## src/rtl/lsu_pkg.sv

```systemverilog
// rtl/lsu_pkg.sv - shared types, funct3 codes and size helpers for the load/store unit
package lsu_pkg;

  typedef enum logic [1:0] {
    ST_IDLE = 2'd0,
    ST_ACC0 = 2'd1,
    ST_ACC1 = 2'd2,
    ST_RESP = 2'd3
  } lsu_state_e;

  localparam logic [2:0] F3_B  = 3'b000;
  localparam logic [2:0] F3_H  = 3'b001;
  localparam logic [2:0] F3_W  = 3'b010;
  localparam logic [2:0] F3_BU = 3'b100;
  localparam logic [2:0] F3_HU = 3'b101;

  // Lane mask of the access size before it is shifted to the byte offset.
  function automatic logic [3:0] size_mask(input logic [2:0] f3);
    case (f3[1:0])
      2'b00:   return 4'h1;
      2'b01:   return 4'h3;
      default: return 4'hF;
    endcase
  endfunction

  // Stores have no unsigned variants; loads accept the five RV32I codes.
  function automatic logic f3_legal(input logic we, input logic [2:0] f3);
    if (we) return (f3 == F3_B) || (f3 == F3_H) || (f3 == F3_W);
    return (f3 == F3_B) || (f3 == F3_H) || (f3 == F3_W) ||
           (f3 == F3_BU) || (f3 == F3_HU);
  endfunction

endpackage

```

## src/rtl/lsu_align.sv

```systemverilog
// rtl/lsu_align.sv - lane positioning for stores and extraction/extension for loads
module lsu_align
  import lsu_pkg::*;
(
  input  logic [2:0]  i_funct3,
  input  logic [1:0]  i_off,
  input  logic [31:0] i_wdata,
  input  logic [31:0] i_beat0,
  input  logic [31:0] i_beat1,
  output logic [7:0]  o_be,
  output logic [63:0] o_wd,
  output logic [31:0] o_rdata
);

  logic [63:0] w_rword;

  // Two-word view of the access: enables and data span beat0 (low) and beat1 (high).
  always_comb begin
    o_be    = {4'b0000, size_mask(i_funct3)} << i_off;
    o_wd    = {32'b0, i_wdata} << {i_off, 3'b000};
    w_rword = {i_beat1, i_beat0} >> {i_off, 3'b000};
    case (i_funct3)
      F3_B:    o_rdata = {{24{w_rword[7]}}, w_rword[7:0]};
      F3_H:    o_rdata = {{16{w_rword[15]}}, w_rword[15:0]};
      F3_W:    o_rdata = w_rword[31:0];
      F3_BU:   o_rdata = {24'b0, w_rword[7:0]};
      F3_HU:   o_rdata = {16'b0, w_rword[15:0]};
      default: o_rdata = 32'b0;
    endcase
  end

endmodule

```

## src/rtl/load_store_unit.sv

```systemverilog
// rtl/load_store_unit.sv - data-memory initiator splitting unaligned accesses into word beats
module load_store_unit
  import lsu_pkg::*;
(
  input  logic        clk,
  input  logic        rst_n,
  input  logic        req_valid_i,
  output logic        req_ready_o,
  input  logic        req_we_i,
  input  logic [2:0]  req_funct3_i,
  input  logic [31:0] req_addr_i,
  input  logic [31:0] req_wdata_i,
  output logic        resp_valid_o,
  output logic [31:0] resp_rdata_o,
  output logic        resp_err_o,
  output logic        mem_req_o,
  input  logic        mem_ack_i,
  output logic [31:0] mem_addr_o,
  output logic        mem_wr_en_o,
  output logic [31:0] mem_wr_data_o,
  output logic [3:0]  mem_byte_en_o,
  input  logic [31:0] mem_rd_data_i
);

  lsu_state_e  r_state, w_next;
  logic        r_we, r_err;
  logic [2:0]  r_funct3;
  logic [31:0] r_addr, r_wdata, r_beat0, r_beat1;

  logic [7:0]  w_be;
  logic [63:0] w_wd;
  logic [31:0] w_rdata, w_base;
  logic        w_split, w_mem_req, w_hi;

  assign w_base    = {r_addr[31:2], 2'b00};
  assign w_split   = |w_be[7:4];
  assign w_mem_req = (r_state == ST_ACC0) || (r_state == ST_ACC1);
  assign w_hi      = (r_state == ST_ACC1);

  lsu_align u_align (
    .i_funct3 (r_funct3),
    .i_off    (r_addr[1:0]),
    .i_wdata  (r_wdata),
    .i_beat0  (r_beat0),
    .i_beat1  (r_beat1),
    .o_be     (w_be),
    .o_wd     (w_wd),
    .o_rdata  (w_rdata)
  );

  // State register; reset drops any in-flight beat immediately.
  always_ff @(posedge clk or negedge rst_n) begin
    if (!rst_n) r_state <= ST_IDLE;
    else        r_state <= w_next;
  end

  // Next state: illegal requests skip the memory and go straight to the response.
  always_comb begin
    w_next = r_state;
    case (r_state)
      ST_IDLE: if (req_valid_i)
                 w_next = f3_legal(req_we_i, req_funct3_i) ? ST_ACC0 : ST_RESP;
      ST_ACC0: if (mem_ack_i) w_next = w_split ? ST_ACC1 : ST_RESP;
      ST_ACC1: if (mem_ack_i) w_next = ST_RESP;
      ST_RESP: w_next = ST_IDLE;
      default: w_next = ST_IDLE;
    endcase
  end

  // Request latch and beat capture; beats are cleared on accept so an unsplit load sees beat1 = 0.
  always_ff @(posedge clk or negedge rst_n) begin
    if (!rst_n) begin
      r_we     <= 1'b0;
      r_err    <= 1'b0;
      r_funct3 <= 3'b000;
      r_addr   <= 32'b0;
      r_wdata  <= 32'b0;
      r_beat0  <= 32'b0;
      r_beat1  <= 32'b0;
    end else if (r_state == ST_IDLE && req_valid_i) begin
      r_we     <= req_we_i;
      r_err    <= !f3_legal(req_we_i, req_funct3_i);
      r_funct3 <= req_funct3_i;
      r_addr   <= req_addr_i;
      r_wdata  <= req_wdata_i;
      r_beat0  <= 32'b0;
      r_beat1  <= 32'b0;
    end else if (r_state == ST_ACC0 && mem_ack_i) begin
      r_beat0  <= mem_rd_data_i;
    end else if (r_state == ST_ACC1 && mem_ack_i) begin
      r_beat1  <= mem_rd_data_i;
    end
  end

  assign req_ready_o   = (r_state == ST_IDLE);
  assign mem_req_o     = w_mem_req;
  assign mem_wr_en_o   = w_mem_req && r_we;
  assign mem_addr_o    = !w_mem_req ? 32'b0 : (w_hi ? w_base + 32'd4 : w_base);
  assign mem_byte_en_o = !w_mem_req ? 4'b0  : (w_hi ? w_be[7:4] : w_be[3:0]);
  assign mem_wr_data_o = !w_mem_req ? 32'b0 : (w_hi ? w_wd[63:32] : w_wd[31:0]);
  assign resp_valid_o  = (r_state == ST_RESP);
  assign resp_err_o    = (r_state == ST_RESP) && r_err;
  assign resp_rdata_o  = (r_state == ST_RESP && !r_we && !r_err) ? w_rdata : 32'b0;

endmodule

```

## config.mk

```make
export PLATFORM = sky130hd
export DESIGN_NAME = load_store_unit
export DESIGN_NICKNAME = d
export VERILOG_FILES = /design/src/rtl/lsu_pkg.sv /design/src/rtl/lsu_align.sv /design/src/rtl/load_store_unit.sv
export SDC_FILE = /design/constraint.sdc
export NUM_CORES = 1
export LEC_CHECK = 0
export BUFFER_PORTS_ARGS = -buffer_cell sky130_fd_sc_hd__buf_2
export CORE_MARGIN = 1.5
export CORE_UTILIZATION = 56
export DETAILED_ROUTE_END_ITERATION = 6
export PLACE_DENSITY_LB_ADDON = 0.25
export SLEW_MARGIN = 20
export SYNTH_ARGS = -nofsm -noshare
export SYNTH_HDL_FRONTEND = slang
export SYNTH_SLANG_ARGS = --single-unit
```

## constraint.sdc

```tcl
create_clock -name clk -period 6.55 [get_ports clk]
set_clock_uncertainty 0.1 [all_clocks]
set_input_delay 0.655 -clock clk [delete_from_list [all_inputs] [get_ports clk]]
set_output_delay 0.655 -clock clk [all_outputs]
set_load 0.1 [all_outputs]
```

Word level (Yosys, flattened, before mapping)

Cells that the tools add are included.

Bitwise gates (word level): 0
$add $sub $neg: 1
Equality and inequality tests: 16
Reductions and logical operators: 24
Muxes and demuxes: 30
$mul: 0
Shift-type cells: 3
Magnitude comparators: 0
Divide/modulo/power cells: 0

Operators with widths:

| cell                    | number |
|---|---|
| $mux W32                | 10 |
| $pmux W32 S5            | 1 |
| $shl A32 B5 Y64         | 1 |
| $shr A64 B5 Y32         | 1 |
| $add A32 B3 Y32 const B | 1 |
| $eq A3 B3 Y1 const B    | 4 |
| $mux W1                 | 11 |
| $mux W2                 | 4 |
| $mux W4                 | 2 |
| $ne A2 B2 Y1 const B    | 4 |
| $pmux W2 S4             | 1 |
| $pmux W4 S2             | 1 |
| $shl A4 B2 Y8           | 1 |
| $logic_and A1 B1 Y1     | 7 |
| $eq A3 B1 Y1 const B    | 2 |
| $eq A3 B2 Y1 const B    | 2 |
| $logic_not A3 Y1        | 2 |
| $logic_or A1 B1 Y1      | 5 |
| $eq A2 B1 Y1 const B    | 2 |
| $eq A2 B2 Y1 const B    | 2 |
| $logic_not A2 Y1        | 2 |
| $reduce_bool A2 Y1      | 2 |
| $reduce_or A4 Y1        | 1 |
| $logic_not A1 Y1        | 3 |
| 2 further kinds         | 2 |

Output and inout port bits: 105
Latch bits: 0
Input port bits: 104
Memories kept: 0
Flip-flop bits (word level): 135
Bits in read-only memories: 0
Bits in writable memories: 0
Logic and storage cells: 82

Logic depth before layout (Yosys ltp)

Gate-level depths: netlist (run 1).

Depth after elaboration: 11
Depth in mapped cells: 8
Gate-level depth less buffers: 6

Cells and area by module

From an unflattened synthesis (run 1), not the netlist that was laid out.

Cells, all modules: 1101
Area total of the unflattened synthesis: 9067.4 µm²

By module, submodules not included:

| module          | times used | sequential area each (µm²) | area an instance (µm²) | cells an instance |
|---|---|---|---|---|
| load_store_unit | 1          | 3378.2                     | 6841.6                 | 843 |
| lsu_align       | 1          | 0.0                        | 2225.9                 | 258 |

Worst setup path after synthesis (run 1)

Ideal clock, no wire load.

Path kind: reg2out
From: register r_state[1]
To: output port mem_byte_en_o[3]
Buffers on the path: 0
Arrival time: 3.791 ns
Stages on the path, launching flop included: 5
Path slack: 2.004 ns
Data required time: 5.795 ns
Cells stage by stage: dfrtp_1 > inv_1 > ha_1 > inv_2 > a211oi_1

Cells in the longest elaborated chain, start to end: 3
Elaborated cells between the ends (all ways): 5
Those cells by class: eq/ne: 2; mux: 2; reduce/logical: 1

Ends and longest elaborated chain:

| element                                      | RTL line              | text |
|---|---|---|
| start, declared                              | load_store_unit.sv:25 | `lsu_state_e r_state, w_next;` |
| start signal, assigned                       | load_store_unit.sv:54 | `else r_state <= w_next;` |
| $eq A2 B1 Y1 or $eq A2 B2 Y1 (tied branches) | load_store_unit.sv:37 | `assign w_mem_req = (r_state == ST_ACC0) \|\| (r_state == ST_ACC1);` |
| $logic_or A1 B1 Y1 (*)                       | load_store_unit.sv:37 |  |
| via mem_req_o                                | load_store_unit.sv:16 | `output logic mem_req_o,` |
| $mux W4 (*)                                  | load_store_unit.sv:99 | `assign mem_byte_en_o = !w_mem_req ? 4'b0 : (w_hi ? w_be[7:4] : w_be[3:0]);` |
| end, declared                                | load_store_unit.sv:21 | `output logic [3:0] mem_byte_en_o,` |

The timed path passes the listed nets; every way through them passes the cells marked *.

Worst setup path after layout (run 1)

From: register r_state[0]
To: output port mem_wr_data_o[0]

Cells in the longest elaborated chain, start to end: 3
Elaborated cells between the ends (all ways): 5
Those cells by class: eq/ne: 2; mux: 2; reduce/logical: 1

Ends and longest elaborated chain:

| element                                        | RTL line                                      | text |
|---|---|---|
| $eq A2 B2 Y1 or $eq A2 B1 Y1 (tied branches)   | load_store_unit.sv:37, load_store_unit.sv:38  |  |
| $mux W32 or $logic_or A1 B1 Y1 (tied branches) | load_store_unit.sv:100, load_store_unit.sv:37 |  |
| $mux W32 (*)                                   | load_store_unit.sv:100                        | `assign mem_wr_data_o = !w_mem_req ? 32'b0 : (w_hi ? w_wd[63:32] : w_wd[31:0]);` |
| end, declared                                  | load_store_unit.sv:20                         | `output logic [31:0] mem_wr_data_o,` |

Every way passes the cells marked *; elsewhere a longest branch is shown, timed or not.

==> results of run 1 <==
## flip-flops by register name, summed over array words and instances (netlist names)
register  count
r_wdata      32
r_funct3      3
r_we          1
r_addr       32
r_beat1      24
r_beat0      32
r_err         1
r_state       2
## logic make-up after synthesis
family | after synthesis
compound gates | 193
xor+xnor | 9
fa+ha+maj | 6
buf+inv | 93
flops | 127
mux | 72
other cells | 1
simple gates | 474
## path summary, 6_finish.rpt
kind | startpoint | end | slack (ns) | depth (start not counted)
worst max-delay path | r_state[0] | mem_wr_data_o[0] | 2.42 | 8
worst min-delay path | rst_n | r_addr[24] | 0.03 | 1
worst max register to register | r_state[1] | r_err | 3.81 | 5
worst min register to register | r_addr[31] | r_addr[31] | 0.39 | 2
max in group asynchronous | rst_n | r_beat1[9] | 5.05 | 3
min in group clk | req_wdata_i[6] | r_wdata[6] | 0.32 | 3
## layout by cell type (no fill, tap or decap), types with 13 or more instances in the layout
cell type / n
sky130_fd_sc_hd__mux4_2: 28
sky130_fd_sc_hd__dfrtp_1: 125
sky130_fd_sc_hd__mux2i_1: 32
sky130_fd_sc_hd__buf_2: 205
sky130_fd_sc_hd__nor2_1: 48
sky130_fd_sc_hd__a21oi_1: 102
sky130_fd_sc_hd__o21ai_0: 23
sky130_fd_sc_hd__or4_1: 15
sky130_fd_sc_hd__nand2_1: 346
sky130_fd_sc_hd__o22a_1: 13
sky130_fd_sc_hd__clkbuf_16: 17
## stage by stage
stage	instances	cell area, sq um
2_1_floorplan	976	7980
3_3_place_gp	1290	8990
3_5_place_dp	1290	8990
4_1_cts	1322	9600
5_1_grt	1323	9640
6_report	1323	9640
## layout make-up
class | count | area [sq um] | share of cell area, %
multi-input cells | 756 | 4450 | 46.1
flip-flops and latches | 127 | 3180 | 33.0
clock buffers | 20 | 457 | 4.74
inverters | 13 | 48.8 | 0.506
well taps | 180 | 225 | 2.34
clock inverters | 12 | 161 | 1.67
repair buffers | 215 | 1120 | 11.6
## critical path: cells and delay by family (launching register included)
kind	cells	cell delay, ns
adders and majority gates	1	0.24
and+or+nand+nor	3	1.28
AOI/OAI and AO/OA	1	0.22
buffers and inverters	3	0.82
DFF	1	0.38
## per-layer routing
layer | global-route usage, % | wire, um | vias to the layer above
li1 | - | - | 3653
met1 | 40.8 | 9300 | 3727
met2 | 46.8 | 10500 | 345
met3 | 4.46 | 1560 | 61
met4 | 13.6 | 755 | 0
met5 | 0 | 0 | -
==> impl_summary.log, run 1 <==
INFO  metric drt-wirelength-per-cell = 16.7 um
INFO  metric yosysMostFrequentCell = sky130_fd_sc_hd__nand2_1
INFO  metric grt_max_degree = 79
INFO  metric postSynth.asyncResetShare = 100%
INFO  metric htreeDepth = 4
INFO  metric first_pass_grt_wire_length = 34.7 mm
INFO  metric layout.core_utilization = 69.5%
INFO  metric cts.sinks = 127
INFO  metric finalWorstPathRequiredPeriod = 4.13 ns
INFO  metric critPathRequiredTime = 5.79 ns
INFO  metric max_fanout_on_critical_path = 38
INFO  metric ioPinCount = 209
INFO  metric cts_made_buffers = 17
INFO  metric post_cts_buffers = 0
INFO  metric clk_path_buf_depth = 2
INFO  metric nNetsFinal = 1240
INFO  metric drt-initial-drc-count = 551
INFO  metric netlist_top_cells_count = 347 x sky130_fd_sc_hd__nand2_1, 127 x sky130_fd_sc_hd__dfrtp_1, 102 x sky130_fd_sc_hd__a21oi_1, 52 x sky130_fd_sc_hd__clkbuf_1, 48 x sky130_fd_sc_hd__nor2_1
INFO  metric antenna_found_initial = 0
INFO  metric inserted_diodes = 0
INFO  metric port_buffers = 206
INFO  metric synth_enable_flop_cells = 0
INFO  metric post-place-ws = 2.93 ns
INFO  metric drt.antenna.violating_nets = 0
INFO  metric synthesis.instances = 975
INFO  metric core_region_area = 0.0139 sq mm
INFO  metric clk_latency = 0.42 ns
INFO  metric first_global_vias = 7022
INFO  metric setup.worst_path.end_class = primary output
INFO  metric die_w = 122 um
INFO  metric synth-warning-count = 0
INFO  metric clock_root_buffer = sky130_fd_sc_hd__clkbuf_16
INFO  metric cts_tree = built
INFO  metric drv.max_cap_violation_count = 0
INFO  metric fill_cells = 1155
INFO  metric fin_setup_tns = 0 ns
INFO  metric final_setup_violation_count = 0
INFO  metric synth_sequential_area_ratio = 39.8%
INFO  metric hold_viol_final = 0
INFO  metric post_cts_gate_resize_count = 0
INFO  metric synth.cell_area = 0.00798 sq mm
INFO  metric synth.lib_cells_used.distinct = 51
INFO  metric period_share = 63.0%
INFO  metric post-synth-top-area-cell = sky130_fd_sc_hd__dfrtp_1
INFO  metric synth_xor_xnor_area_share = 0.988%
INFO  metric report.final.slew_viol_count = 0
INFO  metric die_area = 0.0150 sq mm
INFO  metric crit_chain = inv_1 -> ha_1 -> buf_4 -> or2_2 -> nor2_1 -> a22oi_1 -> nor2_1 -> buf_2
INFO  metric floorplan.rows = 43
INFO  metric routed-via-count = 7786
INFO  metric cts-hold-fix-buffers = 0
INFO  metric run_status = finished, final reports clean
INFO  metric post_synthesis_share_of_cell_area_spent_on_and_or_nand_and_nor_gates = 25.3%
INFO  metric crit_path_max_incr_delay = 0.67 ns
INFO  metric drc_errors = 0
INFO  metric fin_worst_hold_slack = 0.0265 ns
INFO  metric achievable-frequency = 242 MHz
INFO  metric clkSlewWorstSetupHoldPaths = 0.06 ns
INFO  metric synthesis_to_layout_area_growth = 20.9%
INFO  metric worstSetupStartpointType = flip-flop
INFO  metric slew_hr = 26.8%
INFO  metric place.detailed.hpwl = 14.9 mm
INFO  metric grt_setup_unrepaired = false
INFO  metric starting_density_of_the_core = 57.5%
INFO  metric worstMarginPinSlew = 1.10 ns
INFO  metric cp_data_arrival_time = 3.37 ns
INFO  metric synthMuxAreaShare = 13.6%
INFO  metric synth_fa_ha_area_share = 0.941%
INFO  metric grt.overflow.total = 0
INFO  metric totalWireLength = 22.1 mm
INFO  metric critical_path.most_common_cell = sky130_fd_sc_hd__nor2_1
INFO  metric synth_seq_cells = 127
INFO  metric crit_path_setup_slack_layout = 2.42 ns
INFO  metric drtPass1Iterations = 6
INFO  metric place.gp.congestion = 0.852
INFO  metric synthTopCellsByArea = sky130_fd_sc_hd__dfrtp_1 40%, sky130_fd_sc_hd__nand2_1 16%, sky130_fd_sc_hd__mux4_2 7.9%
INFO  metric drt-vias-per-instance = 5.89
INFO  metric criticalPathCategory = reg -> out
INFO  metric holdCritPathClass = in -> async
INFO  metric layout-drive-gt1-share = 25.9%
INFO  metric die_h = 122 um
INFO  metric synth_top_area_share = 39.8%
INFO  metric post_synth.cell_area_avg = 8.18 sq um
INFO  metric synth_top_flop_cell = sky130_fd_sc_hd__dfrtp_1
INFO  metric synth-compound-area-share = 14.5%
INFO  metric largest_family_of_logic_cells_by_synthesized_area = simple AND/OR/NAND/NOR gates
INFO  metric grtUsageTotal = 29.7%
INFO  metric cpMaxStageDelayCell = sky130_fd_sc_hd__nor2_1
Power of run 1 is not shown: default switching activity piles up to over one toggle a cycle in this logic, so the estimate is an artifact.
==> run 2, diff against run 1 <==
- CORE_UTILIZATION: 56 -> 54
- clock period: 6.55 -> 4.1 ns (I/O delays scaled with it)
==> impl_summary.log, run 2 (synthesis results as in run 1) <==
INFO  metric drc_errors = 0
INFO  metric slew_hr = 26.6%
INFO  metric totalWireLength = 22.8 mm
INFO  metric r2r-end = r_beat1[5]
INFO  metric final_setup_violation_count = 0
INFO  metric drt-wirelength-per-cell = 17.1 um
INFO  metric max_fanout_on_critical_path = 18
INFO  metric reg2reg_from = r_state[0]
INFO  metric cts.sinks = 127
INFO  metric period_share = 92.5%
INFO  metric r2r_setup_slack = 1.40 ns
INFO  metric ioPinCount = 209
INFO  metric die_h = 125 um
INFO  metric post_cts_gate_resize_count = 0
INFO  metric synthesis_to_layout_area_growth = 24.7%
INFO  metric cts_tree = built
INFO  metric finalWorstPathRequiredPeriod = 3.79 ns
INFO  metric core_region_area = 0.0145 sq mm
INFO  metric drt-initial-drc-count = 695
INFO  metric worstMarginPinSlew = 1.10 ns
INFO  metric fin_setup_tns = 0 ns
INFO  metric final_cell_mix = 346 x sky130_fd_sc_hd__nand2_1, 185 x sky130_fd_sc_hd__buf_2, 125 x sky130_fd_sc_hd__dfrtp_1, 102 x sky130_fd_sc_hd__a21oi_1, 48 x sky130_fd_sc_hd__nor2_1
INFO  metric die_w = 125 um
INFO  metric holdCritPathClass = in -> reg
INFO  metric clk_latency = 0.42 ns
INFO  metric hold_viol_final = 0
INFO  metric multiInputGateArea = 0.00445 sq mm
INFO  metric drt-vias-per-instance = 5.87
INFO  metric worst-r2r-cell-count = 6
INFO  metric first_global_vias = 7260
INFO  metric cts_made_buffers = 17
INFO  metric top_regs = r_addr (32), r_beat0 (32), r_wdata (32)
INFO  metric place_inst = 1300
INFO  metric final_cells = 1334
INFO  metric routed-via-count = 7829
INFO  metric run_status = finished, final reports clean
INFO  metric nNetsFinal = 1246
INFO  metric place.detailed.hpwl = 15.3 mm
INFO  metric worstHoldPathCells = 3
INFO  metric grt.overflow.total = 0
INFO  metric critPathRequiredTime = 3.59 ns
INFO  metric port_buffers = 206
INFO  metric place.gp.congestion = 0.909
INFO  metric clk_path_buf_depth = 2
INFO  metric setup.worst_path.end_class = primary output
INFO  metric drt.antenna.violating_nets = 0
INFO  metric die_area = 0.0155 sq mm
INFO  metric achievable-frequency = 264 MHz
INFO  metric worstSetupStartpointType = flip-flop
INFO  metric starting_density_of_the_core = 55.1%
INFO  metric clkSlewWorstSetupHoldPaths = 0.06 ns
INFO  metric mostFrequentLayoutCell = sky130_fd_sc_hd__nand2_1
INFO  metric antenna_found_initial = 1
INFO  metric criticalPathCategory = reg -> out
INFO  metric clock_root_buffer = sky130_fd_sc_hd__clkbuf_16
INFO  metric report.final.slew_viol_count = 0
INFO  metric fill_cells = 1247
INFO  metric drtPass1Iterations = 5
INFO  metric layout-drive-gt1-share = 26.3%
INFO  metric drv.max_cap_violation_count = 0
INFO  metric cp_data_arrival_time = 3.28 ns
INFO  metric first_pass_grt_wire_length = 37.1 mm
INFO  metric floorplan.rows = 44
INFO  metric htreeDepth = 4
INFO  metric hold_startpoint = req_wdata_i[16]
INFO  metric grt_setup_unrepaired = false
INFO  metric hold-path-endpoint = r_wdata[16]
INFO  metric grt_max_degree = 74
INFO  metric register_area = 0.00318 sq mm
INFO  metric grtUsageTotal = 29.9%
run 2: changes by cell type in the layout (fill, tap and decap cells not counted), moves of 2 or more:
cell / change
sky130_fd_sc_hd__clkinv_2: +3
sky130_fd_sc_hd__buf_12: +21
sky130_fd_sc_hd__clkinv_4: -3
sky130_fd_sc_hd__clkinvlp_4: +2
sky130_fd_sc_hd__buf_2: -20
sky130_fd_sc_hd__buf_4: +5
sky130_fd_sc_hd__clkbuf_8: -2
run 2: routing by layer:
metal	vias to the layer above	part of all wire, %	GRT usage, %	routed length [um]
met5	-	0	0	0
met4	0	3.2	11.7	723
met3	67	7.2	6.01	1650
met2	370	47	46.6	10700
met1	3726	43	41.4	9780
li1	3666	-	-	-
run 2: worst max-delay path, cell delays in order (launching register included):
cell and delay (ns):
sky130_fd_sc_hd__dfrtp_1 0.40, sky130_fd_sc_hd__inv_1 0.14, sky130_fd_sc_hd__ha_1 0.27, sky130_fd_sc_hd__nand2_1 0.16
sky130_fd_sc_hd__or4_1 0.81, sky130_fd_sc_hd__or4_1 0.60, sky130_fd_sc_hd__a21oi_1 0.27, sky130_fd_sc_hd__buf_12 0.21
run 2: repair_timing:
item	CTS	global route
setup buffers	0	0
hold endpoints to repair	20	0
hold buffers	1	0
run 2: worst max-delay path by stage:
stage	from	end	cells past startpoint
final	r_state[0]	mem_addr_o[26]	7
after global routing	r_state[0]	mem_addr_o[24]	7
after CTS	r_state[0]	mem_addr_o[26]	7
after detailed placement	r_state[0]	mem_addr_o[26]	7
after global placement	r_state[0]	mem_addr_o[30]	7
after floorplan	r_state[1]	mem_wr_data_o[20]	7
run 2: area by class of cell:
class                   count  share of cell area (%)
inverters                  13                   0.491
diodes                      1                  0.0252
flip-flops and latches    127                    32.0
clock inverters            14                    1.45
multi-input cells         756                    44.7
clock buffers              18                    4.32
well taps                 184                    2.32
repair buffers            221                    14.7
run 2: per-stage QoR:
step / util [%] / worst slack (ns) / cell area (sq um) / hold WS [ns]
4_1_cts: 68.6 / 0.323 / 9940 / 0.0609
5_1_grt: 68.7 / 0.155 / 9940 / 0.0731
6_report: 68.7 / 0.309 / 9940 / 0.0729
3_5_place_dp: 64.6 / 0.804 / 9350 / 0.380
2_1_floorplan: - / 0.0402 / 7980 / 0.0144
3_3_place_gp: 64.6 / 0.884 / 9350 / 0.373
Power of run 2 is left out for the same reason.
==> run 3, diff against run 2 <==
- CORE_MARGIN: 1.5 -> 2
- CORE_UTILIZATION: 54 -> 51
==> impl_summary.log, run 3 (synthesis results as in run 1) <==
INFO  metric run_status = finished, final reports clean
INFO  metric grt_max_degree = 87
INFO  metric drv.max_cap_violation_count = 0
INFO  metric cts.sinks = 127
INFO  metric floorplan.rows = 45
INFO  metric max_fanout_on_critical_path = 18
INFO  metric reg2reg_from = r_state[0]
INFO  metric die_area = 0.0167 sq mm
INFO  metric final_cell_mix = 346 x sky130_fd_sc_hd__nand2_1, 185 x sky130_fd_sc_hd__buf_2, 125 x sky130_fd_sc_hd__dfrtp_1, 102 x sky130_fd_sc_hd__a21oi_1, 48 x sky130_fd_sc_hd__nor2_1
INFO  metric ioPinCount = 209
INFO  metric first_global_vias = 7245
INFO  metric r2r_setup_slack = 1.33 ns
INFO  metric cp_data_arrival_time = 3.40 ns
INFO  metric cp-startpoint = r_state[0]
INFO  metric multiInputGateArea = 0.00445 sq mm
INFO  metric first_pass_grt_wire_length = 36.5 mm
INFO  metric achievable-frequency = 256 MHz
INFO  metric starting_density_of_the_core = 52.3%
INFO  metric drc_errors = 0
INFO  metric fin_setup_tns = 0 ns
INFO  metric worst-r2r-cell-count = 6
INFO  metric synthesis_to_layout_area_growth = 25.3%
INFO  metric crit_path_end = mem_addr_o[26]
INFO  metric clk_path_buf_depth = 2
INFO  metric grtUsageTotal = 27.7%
INFO  metric drt-vias-per-instance = 5.67
INFO  metric drtPass1Iterations = 5
INFO  metric grt_setup_unrepaired = false
INFO  metric setup.worst_path.end_class = primary output
INFO  metric critical_path.most_common_cell = sky130_fd_sc_hd__or4_1
INFO  metric drt.antenna.violating_nets = 0
INFO  metric worstMarginPinSlew = 1.03 ns
INFO  metric hold_viol_final = 0
INFO  metric post_cts_buffers = 0
INFO  metric finalWorstPathRequiredPeriod = 3.91 ns
INFO  metric final_setup_violation_count = 0
INFO  metric layout-drive-gt1-share = 26.3%
INFO  metric place.detailed.hpwl = 15.5 mm
INFO  metric clk_latency = 0.41 ns
INFO  metric register_area = 0.00318 sq mm
INFO  metric fill_cells = 1317
INFO  metric nNetsFinal = 1245
INFO  metric cpMaxStageDelayCell = sky130_fd_sc_hd__or4_1
INFO  metric drt-initial-drc-count = 583
INFO  metric routed-via-count = 7716
INFO  metric crit_chain = inv_1 -> ha_1 -> nand2_1 -> or4_1 -> or4_1 -> a21oi_1 -> buf_12
INFO  metric worstSetupStartpointType = flip-flop
INFO  metric crit_path_max_incr_delay = 0.81 ns
INFO  metric clock_root_buffer = sky130_fd_sc_hd__clkbuf_16
INFO  metric top_regs = r_addr (32), r_beat0 (32), r_wdata (32)
INFO  metric criticalPathCategory = reg -> out
INFO  metric grt.overflow.total = 0
INFO  metric drt-wirelength-per-cell = 16.9 um
INFO  metric cts_made_buffers = 17
INFO  metric antenna_found_initial = 2
INFO  metric report.final.slew_viol_count = 0
INFO  metric totalWireLength = 23.0 mm
INFO  metric slew_hr = 31.1%
INFO  metric clkSlewWorstSetupHoldPaths = 0.06 ns
INFO  metric die_w = 129 um
INFO  metric port_buffers = 206
INFO  metric critPathRequiredTime = 3.59 ns
INFO  metric period_share = 95.3%
INFO  metric htreeDepth = 4
INFO  metric place.gp.congestion = 0.860
INFO  metric mostFrequentLayoutCell = sky130_fd_sc_hd__nand2_1
INFO  metric die_h = 129 um
INFO  metric cts_tree = built
INFO  metric core_region_area = 0.0153 sq mm
INFO  metric holdCritPathClass = in -> reg
INFO  metric r2r-end = r_beat1[5]
-- run 3: cell types whose count changed in the layout (fill, tap and decap cells not counted) --
cell                       previous run  this run
sky130_fd_sc_hd__buf_6                0         1
sky130_fd_sc_hd__diode_2              1         2
sky130_fd_sc_hd__clkbuf_1             1         0
sky130_fd_sc_hd__buf_4               14        12
sky130_fd_sc_hd__clkinv_2             4         3
sky130_fd_sc_hd__clkbuf_8             0         2
-- run 3: cell type report --
type | instances | area share (%)
inverter | 13 | 0.488
tap | 211 | 2.64
antenna | 2 | 0.0501
clock buffer | 19 | 4.53
clock inverter | 13 | 1.39
sequential | 127 | 31.8
multi-input combinational | 756 | 44.5
timing repair buffer | 220 | 14.6
-- run 3: per-stage QoR --
stage / utilization (%) / std cells / cell area [sq um] / setup slack, ns / hold WS [ns]
finish: 65.5 / 1361 / 10000 / 0.193 / 0.0820
floorplan: - / 976 / 7980 / 0.0402 / 0.0144
global route: 65.5 / 1360 / 9990 / 0.0146 / 0.0827
global placement: 61.4 / 1325 / 9370 / 0.750 / 0.378
CTS: 65.4 / 1358 / 9970 / 0.188 / 0.0698
detailed placement: 61.4 / 1325 / 9370 / 0.664 / 0.382
-- run 3: worst min-delay path by stage --
stage                         start  slack [ns]  cells past startpoint           to
floorplan                     rst_n        0.01                      0    r_addr[0]
global placement         r_addr[31]        0.38                      2   r_addr[31]
detailed placement       r_addr[31]        0.38                      2   r_addr[31]
CTS                 req_wdata_i[21]        0.07                      3  r_wdata[21]
global route        req_wdata_i[11]        0.08                      3  r_wdata[11]
finish               req_wdata_i[2]        0.08                      3   r_wdata[2]
-- run 3: timing repair --
action                    4_1_cts  5_1_grt
hold endpoints to repair        5        0
resized for setup               0        0
hold buffers                    1        0
-- run 3: critical path: cells and delay by family (launching register included) --
family | cells | cell delay (ns)
compound gates | 1 | 0.27
fa+ha+maj | 1 | 0.35
buf+inv | 2 | 0.35
flops | 1 | 0.41
simple gates | 3 | 1.58
-- run 3: per-layer routing --
layer	wire, um	part of all wire, %	global-route usage (%)
met1	9820	43	39.0
met2	10900	47	43.4
met3	1750	7.6	4.54
met4	543	2.4	11.0
met5	0	0	0
Power of run 3 is left out for the same reason.
